## src/rtl/pkt_if.sv

```systemverilog
// Packet handshake bundle between a traffic source and the network input.
// The source drives valid/dest/data and the network answers with ready.
interface pkt_if #(
  parameter int N_PORTS = 8
);
  localparam int DEST_W = $clog2(N_PORTS);

  logic              valid;
  logic [DEST_W-1:0] dest;
  logic [31:0]       data;
  logic              ready;

  modport master (output valid, output dest, output data, input ready);
  modport slave  (input valid, input dest, input data, output ready);
endinterface

```

## src/rtl/packet_source.sv

```systemverilog
// Per-port traffic generator: Bernoulli injection against an LFSR, pseudo-random
// destination, timestamped entries queued in a source FIFO drained under valid/ready.
module packet_source #(
  parameter int          PORT_NO      = 0,
  parameter int          N_PORTS      = 8,
  parameter int          FIFO_DEPTH   = 16,
  parameter logic [15:0] SEED         = 16'hACE1,
  parameter bit          EXCLUDE_SELF = 1'b1
) (
  input  logic                          clk,
  input  logic                          rst,
  input  logic                          enable,
  input  logic [15:0]                   rate,
  input  logic [15:0]                   timestamp,
  pkt_if.master                         pkt_tx,
  output logic [15:0]                   pkt_count,
  output logic [15:0]                   drop_count,
  output logic [$clog2(FIFO_DEPTH):0]   fifo_level
);
  localparam int DEST_W  = $clog2(N_PORTS);
  localparam int AW      = $clog2(FIFO_DEPTH);
  localparam int ENTRY_W = DEST_W + 32;
  localparam logic [8:0] NP = 9'(N_PORTS);
  localparam logic [8:0] PN = 9'(PORT_NO);

  logic [15:0]        lfsr;
  logic [15:0]        seq;
  logic [AW:0]        wr_ptr;
  logic [AW:0]        rd_ptr;
  logic [ENTRY_W-1:0] mem [FIFO_DEPTH];

  logic               full;
  logic               empty;
  logic               gen;
  logic               push;
  logic               pop;
  logic               drop;
  logic [8:0]         d_mod;
  logic [8:0]         d_sel;
  logic [DEST_W-1:0]  gen_dest;

  // Destination from the upper LFSR byte; self-addressing bumps to the next port.
  assign d_mod = {1'b0, lfsr[15:8]} % NP;

  always_comb begin
    d_sel = d_mod;
    if (EXCLUDE_SELF && (d_mod == PN)) begin
      d_sel = (d_mod + 9'd1) % NP;
    end
  end

  assign gen_dest = d_sel[DEST_W-1:0];

  assign empty = (wr_ptr == rd_ptr);
  assign full  = (wr_ptr[AW] != rd_ptr[AW]) && (wr_ptr[AW-1:0] == rd_ptr[AW-1:0]);

  assign gen  = enable && (lfsr <= rate);
  assign pop  = !empty && pkt_tx.ready;
  // A pop frees the slot this same edge, so a full queue can still accept.
  assign push = gen && (!full || pop);
  assign drop = gen && full && !pop;

  always_ff @(posedge clk) begin
    if (rst) begin
      lfsr       <= SEED;
      seq        <= 16'd0;
      wr_ptr     <= '0;
      rd_ptr     <= '0;
      pkt_count  <= 16'd0;
      drop_count <= 16'd0;
    end else begin
      lfsr <= {lfsr[14:0], lfsr[15] ^ lfsr[13] ^ lfsr[12] ^ lfsr[10]};
      if (push) begin
        wr_ptr <= wr_ptr + 1'b1;
        seq    <= seq + 16'd1;
      end
      if (pop) begin
        rd_ptr    <= rd_ptr + 1'b1;
        pkt_count <= pkt_count + 16'd1;
      end
      if (drop && (drop_count != 16'hFFFF)) begin
        drop_count <= drop_count + 16'd1;
      end
    end
  end

  always_ff @(posedge clk) begin
    if (!rst && push) begin
      mem[wr_ptr[AW-1:0]] <= {gen_dest, seq, timestamp};
    end
  end

  // Head read straight from storage: no bypass, so a push into an empty queue shows next cycle.
  assign pkt_tx.valid             = !empty;
  assign {pkt_tx.dest, pkt_tx.data} = mem[rd_ptr[AW-1:0]];
  assign fifo_level               = wr_ptr - rd_ptr;

endmodule
```

## src/flat_wrapper.sv

```systemverilog
// flat-port wrapper written by rule: the top's interface ports become plain ports
module packet_source_flat 
#(
  parameter int          PORT_NO      = 0,
  parameter int          N_PORTS      = 8,
  parameter int          FIFO_DEPTH   = 16,
  parameter logic [15:0] SEED         = 16'hACE1,
  parameter bit          EXCLUDE_SELF = 1'b1
)
  (clk, rst, enable, rate, timestamp, pkt_count, drop_count, fifo_level, pkt_tx_valid, pkt_tx_dest, pkt_tx_data, pkt_tx_ready);
  pkt_if #(.N_PORTS(N_PORTS)) pkt_tx_i ();
  input  logic clk;
  input  logic rst;
  input  logic enable;
  input  logic [15:0] rate;
  input  logic [15:0] timestamp;
  output logic [15:0] pkt_count;
  output logic [15:0] drop_count;
  output logic [$clog2(FIFO_DEPTH):0] fifo_level;
  output wire logic [$bits(pkt_tx_i.valid)-1:0] pkt_tx_valid;
  output wire logic [$bits(pkt_tx_i.dest)-1:0] pkt_tx_dest;
  output wire logic [$bits(pkt_tx_i.data)-1:0] pkt_tx_data;
  input wire logic [$bits(pkt_tx_i.ready)-1:0] pkt_tx_ready;
  assign pkt_tx_valid = pkt_tx_i.valid;
  assign pkt_tx_dest = pkt_tx_i.dest;
  assign pkt_tx_data = pkt_tx_i.data;
  assign pkt_tx_i.ready = pkt_tx_ready;
  packet_source #(.PORT_NO(PORT_NO), .N_PORTS(N_PORTS), .FIFO_DEPTH(FIFO_DEPTH), .SEED(SEED), .EXCLUDE_SELF(EXCLUDE_SELF)) u_core (.clk(clk), .rst(rst), .enable(enable), .rate(rate), .timestamp(timestamp), .pkt_tx(pkt_tx_i), .pkt_count(pkt_count), .drop_count(drop_count), .fifo_level(fifo_level));
endmodule
```

## config.mk

```make
export PLATFORM = sky130hd
export DESIGN_NAME = packet_source_flat
export DESIGN_NICKNAME = d
export VERILOG_FILES = /design/src/rtl/pkt_if.sv /design/src/rtl/packet_source.sv /design/src/flat_wrapper.sv
export SDC_FILE = /design/constraint.sdc
export NUM_CORES = 1
export LEC_CHECK = 0
export CAP_MARGIN = 10
export CELL_PAD_IN_SITES_DETAIL_PLACEMENT = 0
export CELL_PAD_IN_SITES_GLOBAL_PLACEMENT = 1
export CORE_MARGIN = 4
export CORE_UTILIZATION = 55
export DETAILED_ROUTE_END_ITERATION = 12
export PLACE_DENSITY = 0.94
export SYNTH_ARGS = -nofsm -noshare
export SYNTH_HDL_FRONTEND = slang
export SYNTH_SLANG_ARGS = --single-unit
```

## constraint.sdc

```tcl
create_clock -name clk -period 19.3 [get_ports clk]
set_clock_uncertainty 0.05 [all_clocks]
set_input_delay 3.86 -clock clk [delete_from_list [all_inputs] [get_ports clk]]
set_output_delay 3.86 -clock clk [all_outputs]
set_load 0.01 [all_outputs]
```

---- After elaboration in Yosys (flattened, before gate mapping) ----
Memories as Yosys holds them, arrays and structs flattened. A register that Yosys moved wholly into a read port is not among the register bits.
Index checks and enable logic that the tools add are counted.
cells by class
  add/subtract/negate cells ............... 7
  magnitude comparators ................... 1
  equality and inequality tests ........... 4
  mux-type cells .......................... 5
  bitwise operators ....................... 3
  reduce and logical (&&, ||, !) cells .... 14
operators by type and width
  operator                 count
  $add A16 B1 Y16 const B  3
  $le A16 B16 Y1           1
  $ne A16 B16 Y1 const B   1
  $add A5 B1 Y5 const B    2
  $logic_not A9 Y1         1
  $logic_and A1 B1 Y1      8
  $mux W4                  2
  $eq A5 B5 Y1             1
  $sub A5 B5 Y5            1
  $eq A4 B4 Y1             1
  $logic_not A1 Y1         4
  $add A3 B1 Y3 const B    1
  $mux W3                  1
  $xor A1 B1 Y1            3
  $mux W1                  2
  $logic_or A1 B1 Y1       1
  $ne A1 B1 Y1             1
word-level totals
  register bits after elaboration ......... 74
  RAM bits ................................ 560
  input port bits ......................... 36
  output and inout port bits .............. 73
  logic and storage cells ................. 41
  memories ................................ 1
memory list
  name        words  bits a word  rd ports  clocked after memory_dff  write ports  line                 RTL
  u_core.mem  16     35           1         1                         1            packet_source.sv:30  logic [ENTRY_W-1:0] mem [FIFO_DEPTH];

---- Depth between registers and ports, before layout ----
Gate-level depths: netlist of the first run.
  word-level depth ........................ 8
  gate-level depth with buffers ........... 10
  mapped depth without buffers ............ 8

---- Least setup slack after synthesis of the first run ----
No wires, ideal clock.
  path type ............................... input to register
  start ................................... input rate[13]
  end ..................................... memory u_core.mem[7][0] (netlist name), enable pin
  setup time .............................. 528 ps
  arrival ................................. 9429 ps
  required time ........................... 18722 ps
  path slack .............................. 9294 ps
  cell stages on the path ................. 8
  buffers on the path ..................... 0
  cell sequence ........................... inv_1 -> ha_1 -> nand4_1 -> nor3_1 -> or4b_4 -> o41ai_1 -> nand2_1 -> nor4b_1
on the way
  cells in the longest elaborated chain, start to end .. 6
RTL lines
  element                        line                 RTL
  start: declaration             flat_wrapper.sv:15   input logic [15:0] rate;
  $le A16 B16 Y1                 packet_source.sv:57  assign gen = enable && (lfsr <= rate);
  $logic_and A1 B1 Y1            packet_source.sv:57
  $logic_and A1 B1 Y1            packet_source.sv:60  assign push = gen && (!full || pop);
  $logic_and A1 B1 Y1            packet_source.sv:88  if (!rst && push) begin
  $mux W1                        packet_source.sv:88
  $mux W1 (implied by the code)  packet_source.sv:89  mem[wr_ptr[AW-1:0]] <= {gen_dest, seq, timestamp};
  end: declaration               packet_source.sv:30
No other way between the ends.

---- Final worst setup path of the first run ----
  start ................................... input rate[13]
  end ..................................... memory u_core.mem[15][15] (netlist name), enable pin
The elaborated chain is that of the path after synthesis.

==> run_results.csv, run 1 <==
group,metric,value,unit
worst_setup_path,r2r_slack,14.57,ns
clock_tree,cts_tree,"yes",
grt,grt_first_pass_wirelength,86.1,mm
die,core_area,0.0453,sq mm
die,rows,78,
logic_synthesis,synth_xor_xnor_area_share,0.971,%
logic_synthesis,syn-mean-instance-area,19.8,sq um
finish,fin_nets,1471,
logic_synthesis,synth_top_area_share,67.0,%
logic_synthesis,synth_seq_area_share,73.2,%
placement,io_buffers,108,
drt,dr.pass1.iters,5,
finish,antenna_cells,0,
drt,viasPerCell,6.32,
clock_tree,cts_sinks,638,
die,ios,109,
placement,gp_congestion,0.788,
clock_tree,cts_setup_buffers,0,
power,ir_worst_vdd,0.0730,mV
power,switching_power,0.660,mW
logic_synthesis,synthMuxAreaShare,16.0,%
timing,max_freq,123,MHz
logic_synthesis,synthAdderAreaFrac,1.57,%
drt,wl_per_cell,27.7,microns
grt,grt_max_degree,119,
grt,overflow,0,
timing,finalMaxSlewViolations,0,
clock_tree,clock_latency,0.61,ns
clock_tree,cts_root_buffer,"clkbuf_16",
grt,track_usage,23.2,%
finish,layout-drive-gt1-share,23.1,%
job,max-cap-violations,0,
die,start_util,55.5,%
status,outcome,"completed",
timing,hold_viol,0,
logic_synthesis,synth_area_leaders,"edfxtp_1, mux4_2, dfxtp_1, ha_1, a21oi_1",
worst_setup_path,path_class,"in -> reg",
timing,min_period,8.12,ns
logic_synthesis,syn_nets,1336,
logic_synthesis,syn_inst,1269,
power,pwr-share-seq,49.4,%
logic_synthesis,postSynth.asyncResetShare,0,%
timing,finalCritPeriodShare,42.1,%
drt,ant_nets,0,
placement,dp_hpwl,29.1,mm
drt,drtIter0Drc,1338,
worst_setup_path,worstPathArrival,8.32,ns
logic_synthesis,synth_top_family_by_area,"multiplexers",
timing,tightestPinTransition,1.25,ns
worst_setup_path,worstRegToRegCells,9,
power,power.leakage,9.15,nW
logic_synthesis,yosys.area.top_type,"edfxtp_1",
finish,post-route-util,64.4,%
worst_setup_path,worstPathRequired,19.49,ns
clock_tree,clockBufferDepth,3,
power,pwr-share-clk,40.9,%
logic_synthesis,synth-simple-area-share,4.35,%
power,cellPowerDensity,105,mW/mm^2
timing,setup_viol,0,
logic_synthesis,synth_flop_cell,"edfxtp_1",
finish,fill_cells,2918,
clock_tree,hold_buffers,0,
drt,vias,12900,
worst_setup_path,worst_setup_path_end_kind,"register",
drt,route.detailed.drc,0,
logic_synthesis,synth_edf_count,560,
logic_synthesis,synth-seq-cells,638,
drt,wl,56.8,mm
grt,grt_pass1_vias,13700,
clock_tree,cts.htree.levels,2,
die,die_y,222,microns
clock_tree,numCtsBuffers,60,
power,pwr-share-comb,9.7,%
logic_synthesis,ys_warn_count,0,
die,die_w,222,microns
clock_tree,cts.reportedPaths.clkPinSlew,0.07,ns
timing,slew_headroom,16.6,%
logic_synthesis,synthDistinctLibCells,45,
worst_setup_path,critPathMaxFanout,25,
timing,fin_tns_setup,0,ns
worst_setup_path,crit_path_start_kind,"input port",
timing,rsz0062_at_grt,"false",
finish,synthToLayoutAreaGrowth,16.1,%
power,intPower,2.41,mW
clock_tree,cts.repair.resized,0,
logic_synthesis,synth_area,0.0251,sq mm
die,die_area,0.0491,sq mm
worst_hold_path,whs_path_depth,1,
grt,antenna_found_initial,2,
power,swShare,21.5,%
worst_hold_path,hp-class,"reg -> reg",
logic_synthesis,synth_compound_area_share,2.37,%
## power groups by stage
stage	clock [mW]	sequential [mW]	combinational (mW)
3_3_place_gp	0	1.55	0.290
3_5_place_dp	0	1.55	0.295
4_1_cts	1.27	1.52	0.303
5_1_grt	1.34	1.52	0.321
2_1_floorplan	0	1.54	0.202
6_report	1.26	1.52	0.298
## per-layer routing
| layer | vias to the layer above | wire length [microns] | part of all wire (%) | global-route usage [%] |
|---|---|---|---|---|
| met5 | - | 13 | 0.023 | 0 |
| met3 | 94 | 3780 | 6.7 | 3.73 |
| met2 | 594 | 29800 | 52 | 40.0 |
| met4 | 2 | 1490 | 2.6 | 6.88 |
| met1 | 6781 | 21700 | 38 | 31.0 |
| li1 | 5476 | - | - | - |
## worst max-delay path, cell delays in order
cell and delay, ns:
clkdlybuf4s50_1 0.45, inv_1 0.04, ha_1 0.30, nand4_1 0.18, nor3_1 0.08, or4b_4 0.55, o41ai_2 0.32, buf_4 0.25
nand2_1 0.50, nor3_2 1.14, buf_4 0.59
## cells by family after synthesis
| family | Yosys count |
|---|---|
| flops | 638 |
| simple gates | 197 |
| mux | 182 |
| buf+inv | 101 |
| compound gates | 93 |
| fa+ha+maj | 31 |
| xor+xnor | 27 |
## through the flow
step                      cells  hold slack [ns]  area (sq um)  setup WS (ns)  total power, mW
after global routing       2050            0.431         29100          11.02             3.18
after floorplan            1269            0.369         25100           9.29             1.74
final                      2050            0.410         29100          11.18             3.07
after detailed placement   1940            0.397         27000          10.59             1.84
after CTS                  2048            0.414         29100          11.08             3.10
after global placement     1940            0.399         27000          10.80             1.84
## synthesized netlist by cell type, types with 3 or more instances
cell type and n:
and4_1 5, mux2_2 7, and2_1 5, nor2_1 36, dfxtp_1 78, nand3_1 23
buf_2 3, nor3_1 9, clkbuf_1 45, buf_1 16, o31ai_1 10, o21ai_0 17
edfxtp_1 560, or2_2 8, nand4_1 15, o2111ai_1 8, nand2_1 25, and3_1 11
xor2_1 16, nand2b_1 5, nor4b_1 6, a21o_1 3, nor2b_1 14, mux4_2 175
or3_1 9, a21oi_1 40, xnor2_1 10, ha_1 30, nor4_1 11, or4_1 11
inv_1 36, a41o_1 7
## cell type report
class | instances | area [sq um] | area share (%)
Timing Repair Buffer | 138 | 1320 | 4.52
Inverter | 36 | 135 | 0.464
Multi-Input combinational cell | 530 | 6460 | 22.2
Tap cell | 600 | 751 | 2.58
Clock inverter | 35 | 544 | 1.87
Sequential cell | 638 | 18400 | 63.1
Clock buffer | 73 | 1550 | 5.32
## worst paths after layout
path | from | to
max | rate[13] | u_core.mem[15][15]$_DFFE_PP_
min | u_core.lfsr[5]$_SDFF_PP1_ | u_core.lfsr[6]$_SDFF_PP1_
min reg2reg | u_core.lfsr[5]$_SDFF_PP1_ | u_core.lfsr[6]$_SDFF_PP1_
max reg2reg | u_core.lfsr[13]$_SDFF_PP1_ | u_core.mem[15][15]$_DFFE_PP_
## registers in the layout, summed over array words and instances (netlist names), named ones only
| register | cells |
|---|---|
| u_core.mem | 560 |
| u_core.drop_count | 16 |
| u_core.lfsr | 16 |
| u_core.pkt_count | 16 |
| u_core.seq | 16 |
| u_core.rd_ptr | 5 |
| u_core.wr_ptr | 5 |
## placed cells by master (no fill, tap or decap), types with 25 or more instances in the layout
cell type,count
buf_4,28
edfxtp_1,560
nand2_1,25
nor2_1,36
dfxtp_1,74
ha_1,30
mux4_2,175
clkbuf_16,60
a21oi_1,40
clkdlybuf4s50_1,107
inv_1,36
No activity file was read; power rests on OpenSTA's default activity.
==> run 2: changes to the inputs <==
- CORE_UTILIZATION: 55 -> 53
- PLACE_DENSITY: 0.94 -> 0.91
- clock period: 19.3 -> 7.95 ns (I/O delays scaled with it)
==> run 2 against run 1 <==
Worst hold slack got worse by 0.024 ns. Wire length fell by 4.0%. Critical path depth fell by 7. Flip-flop and latch count did not move. Design area fell by 0.41%. Combinational power rose by 140%. Register-to-register slack got worse by 11 ns. Global-route usage fell by 1.3 points. Core utilization fell by 2.1 points. Critical path type is now reg -> out. Critical endpoint is now pkt_tx_data[24]. Highest routed layer is now met4.
==> run_results.csv, run 2 (same netlist as run 1, synthesis figures left out) <==
group,metric,value,unit
status,outcome,"completed",
grt,grt_max_degree,133,
clock_tree,cts.reportedPaths.clkPinSlew,0.06,ns
job,max-cap-violations,0,
finish,fin_cells,2056,
timing,fin_tns_setup,0,ns
power,pwr-share-seq,50.8,%
worst_setup_path,worst_path_largest_cell_delay,0.74,ns
finish,layout_commonest_cell,"edfxtp_1",
finish,post-route-util,62.2,%
grt,grt_first_pass_wirelength,83.9,mm
clock_tree,cts.repair.resized,0,
clock_tree,cts.htree.levels,2,
placement,dp_hpwl,29.0,mm
timing,hold_viol,0,
clock_tree,cts_root_buffer,"clkbuf_16",
power,cellPowerDensity,250,mW/mm^2
timing,min_period,5.34,ns
timing,setup_viol,0,
drt,wl,54.6,mm
timing,slew_headroom,14.5,%
finish,synthToLayoutAreaGrowth,15.6,%
drt,route.detailed.drc,0,
power,switching_power,1.58,mW
power,intPower,5.69,mW
die,die_area,0.0509,sq mm
die,start_util,53.8,%
placement,io_buffers,108,
finish,fill_cells,3149,
die,die_w,226,microns
timing,tightestPinTransition,1.28,ns
finish,postLayoutCellArea,0.0290,sq mm
die,core_area,0.0467,sq mm
worst_setup_path,worstPathRequired,6.31,ns
clock_tree,cts_sinks,638,
clock_tree,clock_latency,0.61,ns
grt,antenna_found_initial,0,
timing,max_freq,187,MHz
placement,dp.cells,1948,
power,swShare,21.7,%
drt,dr.pass1.iters,5,
drt,viasPerCell,6.20,
finish,largest_register_ffs,560,
placement,gp_congestion,0.802,
power,ir_worst_vdd,0.186,mV
worst_setup_path,path_class,"reg -> out",
finish,final_cell_mix,"edfxtp_1, mux4_2, clkdlybuf4s50_1",
finish,fin_nets,1470,
worst_setup_path,cp_slowest_cell,"dfxtp_4",
drt,wl_per_cell,26.5,microns
grt,overflow,0,
placement,placed_cell_area,0.0271,sq mm
timing,rsz0062_at_grt,"false",
die,rows,79,
worst_setup_path,critPathMaxFanout,88,
finish,layout-drive-gt1-share,22.6,%
clock_tree,clockBufferDepth,3,
grt,track_usage,21.9,%
clock_tree,cts_setup_buffers,0,
finish,antenna_cells,0,
die,ios,109,
worst_setup_path,path_cells,"buf_12 -> mux4_2 -> mux4_2 -> clkdlybuf4s50_1",
drt,ant_nets,0,
power,pwr-share-clk,39.4,%
die,die_y,226,microns
clock_tree,hold_buffers,0,
clock_tree,numCtsBuffers,60,
worst_setup_path,worstPathArrival,3.70,ns
drt,drtIter0Drc,1282,
worst_hold_path,hp-class,"reg -> reg",
worst_setup_path,crit_path_start_kind,"register",
drt,vias,12800,
timing,finalCritPeriodShare,67.2,%
power,power.leakage,9.09,nW
timing,finalMaxSlewViolations,0,
clock_tree,cts_tree,"yes",
worst_setup_path,worst_setup_path_end_kind,"primary output",
worst_setup_path,path_common_cell,"mux4_2",
power,pwr-share-comb,9.7,%
grt,grt_pass1_vias,13500,
-- run 2: cell types whose count changed in the layout (fill, tap and decap cells not counted), sizes merged --
cell,change
clkinv,+7
inv,-4
buf,-1
bufinv,-6
clkbuf,+3
-- run 2: layer usage --
metal / global-route usage (%) / vias up / share of wire, %
met5: 0 / - / 0
met4: 4.94 / 0 / 1.9
met3: 4.07 / 79 / 7.0
met2: 36.4 / 572 / 51
met1: 30.8 / 6629 / 40
li1: - / 5470 / -
-- run 2: per-stage QoR --
stage / setup slack (ns) / power (mW) / hold slack, ns
global route: 2.34 / 7.54 / 0.433
CTS: 2.45 / 7.33 / 0.389
detailed placement: 2.23 / 4.48 / 0.379
floorplan: 0.214 / 4.23 / 0.369
global placement: 2.37 / 4.47 / 0.385
finish: 2.61 / 7.27 / 0.387
-- run 2: power groups by stage --
stage / logic (mW) / registers [mW] / clock network [mW]
4_1_cts: 0.721 / 3.70 / 2.92
3_3_place_gp: 0.704 / 3.76 / 0
3_5_place_dp: 0.712 / 3.77 / 0
6_report: 0.706 / 3.69 / 2.87
5_1_grt: 0.762 / 3.70 / 3.08
2_1_floorplan: 0.490 / 3.74 / 0
-- run 2: final timing paths --
| check | startpoint | end | slack (ns) | cells past startpoint |
|---|---|---|---|---|
| max | register | pkt_tx_data[24] | 2.61 | 4 |
| max reg2reg | u_core.lfsr[13]$_SDFF_PP1_ | u_core.mem[0][22]$_DFFE_PP_ | 3.87 | 9 |
| min | u_core.lfsr[6]$_SDFF_PP1_ | u_core.lfsr[7]$_SDFF_PP1_ | 0.39 | 1 |
| min reg2reg | u_core.lfsr[6]$_SDFF_PP1_ | u_core.lfsr[7]$_SDFF_PP1_ | 0.39 | 1 |
-- run 2: layout make-up --
cell class,instances,area (sq um),share of cell area [%]
sequential,638,18400,63.3
multi-input combinational,530,6460,22.3
clock buffer,76,1590,5.49
timing repair buffer,137,1320,4.54
tap,607,759,2.62
clock inverter,32,372,1.28
inverter,36,135,0.466
-- run 2: critical path: cells and delay by family, from the launching register on --
family                 cells  cell delay, ns
muxes                      2            1.16
DFF                        1            0.74
buffers and inverters      2            1.13
==> run 3: changes to the inputs <==
- clock period: 7.95 -> 5 ns (I/O delays scaled with it)
==> run 3 against run 2 <==
Non-clock buffer count rose by 17. Design area is 1.8% higher. Core utilization is 1.1 points higher. Critical path depth unchanged. Flip-flop and latch count unchanged. Clock power rose by 70%. Register-to-register slack worse by 2.4 ns. Worst hold slack improved by 0.013 ns. Via count is 2.6% higher. Largest power group unchanged. Die area unchanged. Highest routed layer is now met5. Wire length up 7.0%. Sequential power rose by 59%.
==> run_results.csv, run 3 (same netlist as run 1, synthesis figures left out) <==
group,metric,value,unit
worst_setup_path,crit_path_start_kind,"register",
job,max-cap-violations,0,
drt,drtIter0Drc,1553,
timing,slew_headroom,38.6,%
placement,gp_congestion,0.802,
drt,route.detailed.drc,0,
finish,antenna_cells,0,
clock_tree,numCtsBuffers,60,
clock_tree,cts_tree,"yes",
finish,final_cell_mix,"edfxtp_1, mux4_2, clkdlybuf4s50_1",
grt,overflow,0,
drt,dr.pass1.iters,5,
finish,synthToLayoutAreaGrowth,17.6,%
power,pwr-share-seq,48.9,%
clock_tree,cts.htree.levels,2,
finish,fin_nets,1487,
power,pwr-share-comb,10.3,%
timing,min_period,4.36,ns
power,intPower,9.34,mW
power,swShare,22.1,%
timing,fin_tns_setup,0,ns
worst_hold_path,hp-class,"reg -> reg",
worst_setup_path,worstPathArrival,3.31,ns
drt,viasPerCell,6.30,
grt,track_usage,23.5,%
worst_setup_path,cp_slowest_cell,"dfxtp_4",
die,rows,79,
power,ir_worst_vdd,0.340,mV
clock_tree,clock_latency,0.62,ns
drt,wl,58.4,mm
clock_tree,hold_buffers,0,
grt,antenna_found_initial,1,
clock_tree,clockBufferDepth,3,
worst_setup_path,path_class,"reg -> out",
worst_setup_path,critPathMaxFanout,18,
placement,placed_cell_area,0.0274,sq mm
clock_tree,cts.repair.resized,0,
worst_hold_path,hold_start,"u_core.lfsr[0]$_SDFF_PP1_",
worst_setup_path,worst_setup_path_end_kind,"primary output",
power,cellPowerDensity,405,mW/mm^2
die,start_util,53.8,%
status,outcome,"completed",
timing,finalCritPeriodShare,87.3,%
power,pwr-share-clk,40.8,%
power,power.leakage,9.32,nW
timing,whs,0.399,ns
die,ios,109,
die,die_y,226,microns
timing,finalMaxSlewViolations,0,
worst_setup_path,r2r_start,"u_core.lfsr[9]$_SDFF_PP0_",
clock_tree,cts_sinks,638,
finish,layout-drive-gt1-share,24.3,%
worst_setup_path,worst_path_largest_cell_delay,0.59,ns
timing,hold_viol,0,
power,finalPower,12.0,mW
grt,grt_first_pass_wirelength,88.2,mm
finish,largest_register_ffs,560,
finish,postLayoutCellArea,0.0295,sq mm
die,core_area,0.0467,sq mm
worst_setup_path,path_common_cell,"mux4_2",
clock_tree,cts.reportedPaths.clkPinSlew,0.06,ns
drt,ant_nets,0,
timing,max_freq,229,MHz
grt,grt_pass1_vias,13500,
timing,setup_viol,0,
worst_setup_path,crit_family,"multiplexers",
clock_tree,cts_setup_buffers,0,
worst_setup_path,path_cells,"buf_4 -> mux4_2 -> mux4_2 -> clkdlybuf4s50_1",
finish,layout_commonest_cell,"edfxtp_1",
drt,vias,13100,
placement,dp_hpwl,32.9,mm
die,die_w,226,microns
worst_setup_path,worstPathRequired,3.95,ns
timing,tightestPinTransition,0.920,ns
timing,rsz0062_at_grt,"false",
placement,io_buffers,108,
die,die_area,0.0509,sq mm
clock_tree,cts_root_buffer,"clkbuf_16",
drt,wl_per_cell,28.1,microns
power,switching_power,2.64,mW
worst_setup_path,worstPathBufferInverterCount,2,
grt,grt_max_degree,141,
run 3: final cells by class:
class	instances	area [sq um]
clock buffer	72	1580
sequential	638	18400
inverter	36	135
fill	3054	17100
tap	607	759
clock inverter	40	546
timing repair buffer	154	1540
multi-input combinational	530	6590
run 3: stage by stage:
step	utilization (%)	worst slack [ns]	std cells
floorplan	-	-0.694	1269
finish	63.3	0.636	2077
detailed placement	58.7	0.395	1963
CTS	63.3	0.541	2075
global route	63.3	0.467	2077
global placement	58.7	0.470	1963
run 3: worst paths after layout:
check	cells past startpoint	end	slack, ns
setup / recovery	4	pkt_tx_data[18]	0.64
hold / removal	2	u_core.lfsr[1]$_SDFF_PP0_	0.40
setup reg to reg	9	u_core.mem[3][33]$_DFFE_PP_	1.49
hold reg to reg	2	u_core.lfsr[1]$_SDFF_PP0_	0.40
run 3: worst min-delay path: stages, from the launching register on:
cell     delay [ns]
dfxtp_1        0.29
inv_1          0.07
nor2_1         0.04
run 3: layer usage:
layer / vias up / global-route usage (%) / routed length [microns]
met5: - / 0 / 13
li1: 5514 / - / -
met1: 6725 / 32.3 / 22700
met3: 103 / 4.61 / 4900
met4: 2 / 7.75 / 1690
met2: 739 / 38.5 / 29000
run 3: power groups by stage:
stage / Clock, mW / Sequential [mW] / Combinational [mW]
detailed placement: 0 / 5.97 / 1.22
global route: 5.21 / 5.86 / 1.31
floorplan: 0 / 5.94 / 0.785
finish: 4.89 / 5.86 / 1.23
CTS: 4.96 / 5.86 / 1.25
global placement: 0 / 5.97 / 1.20
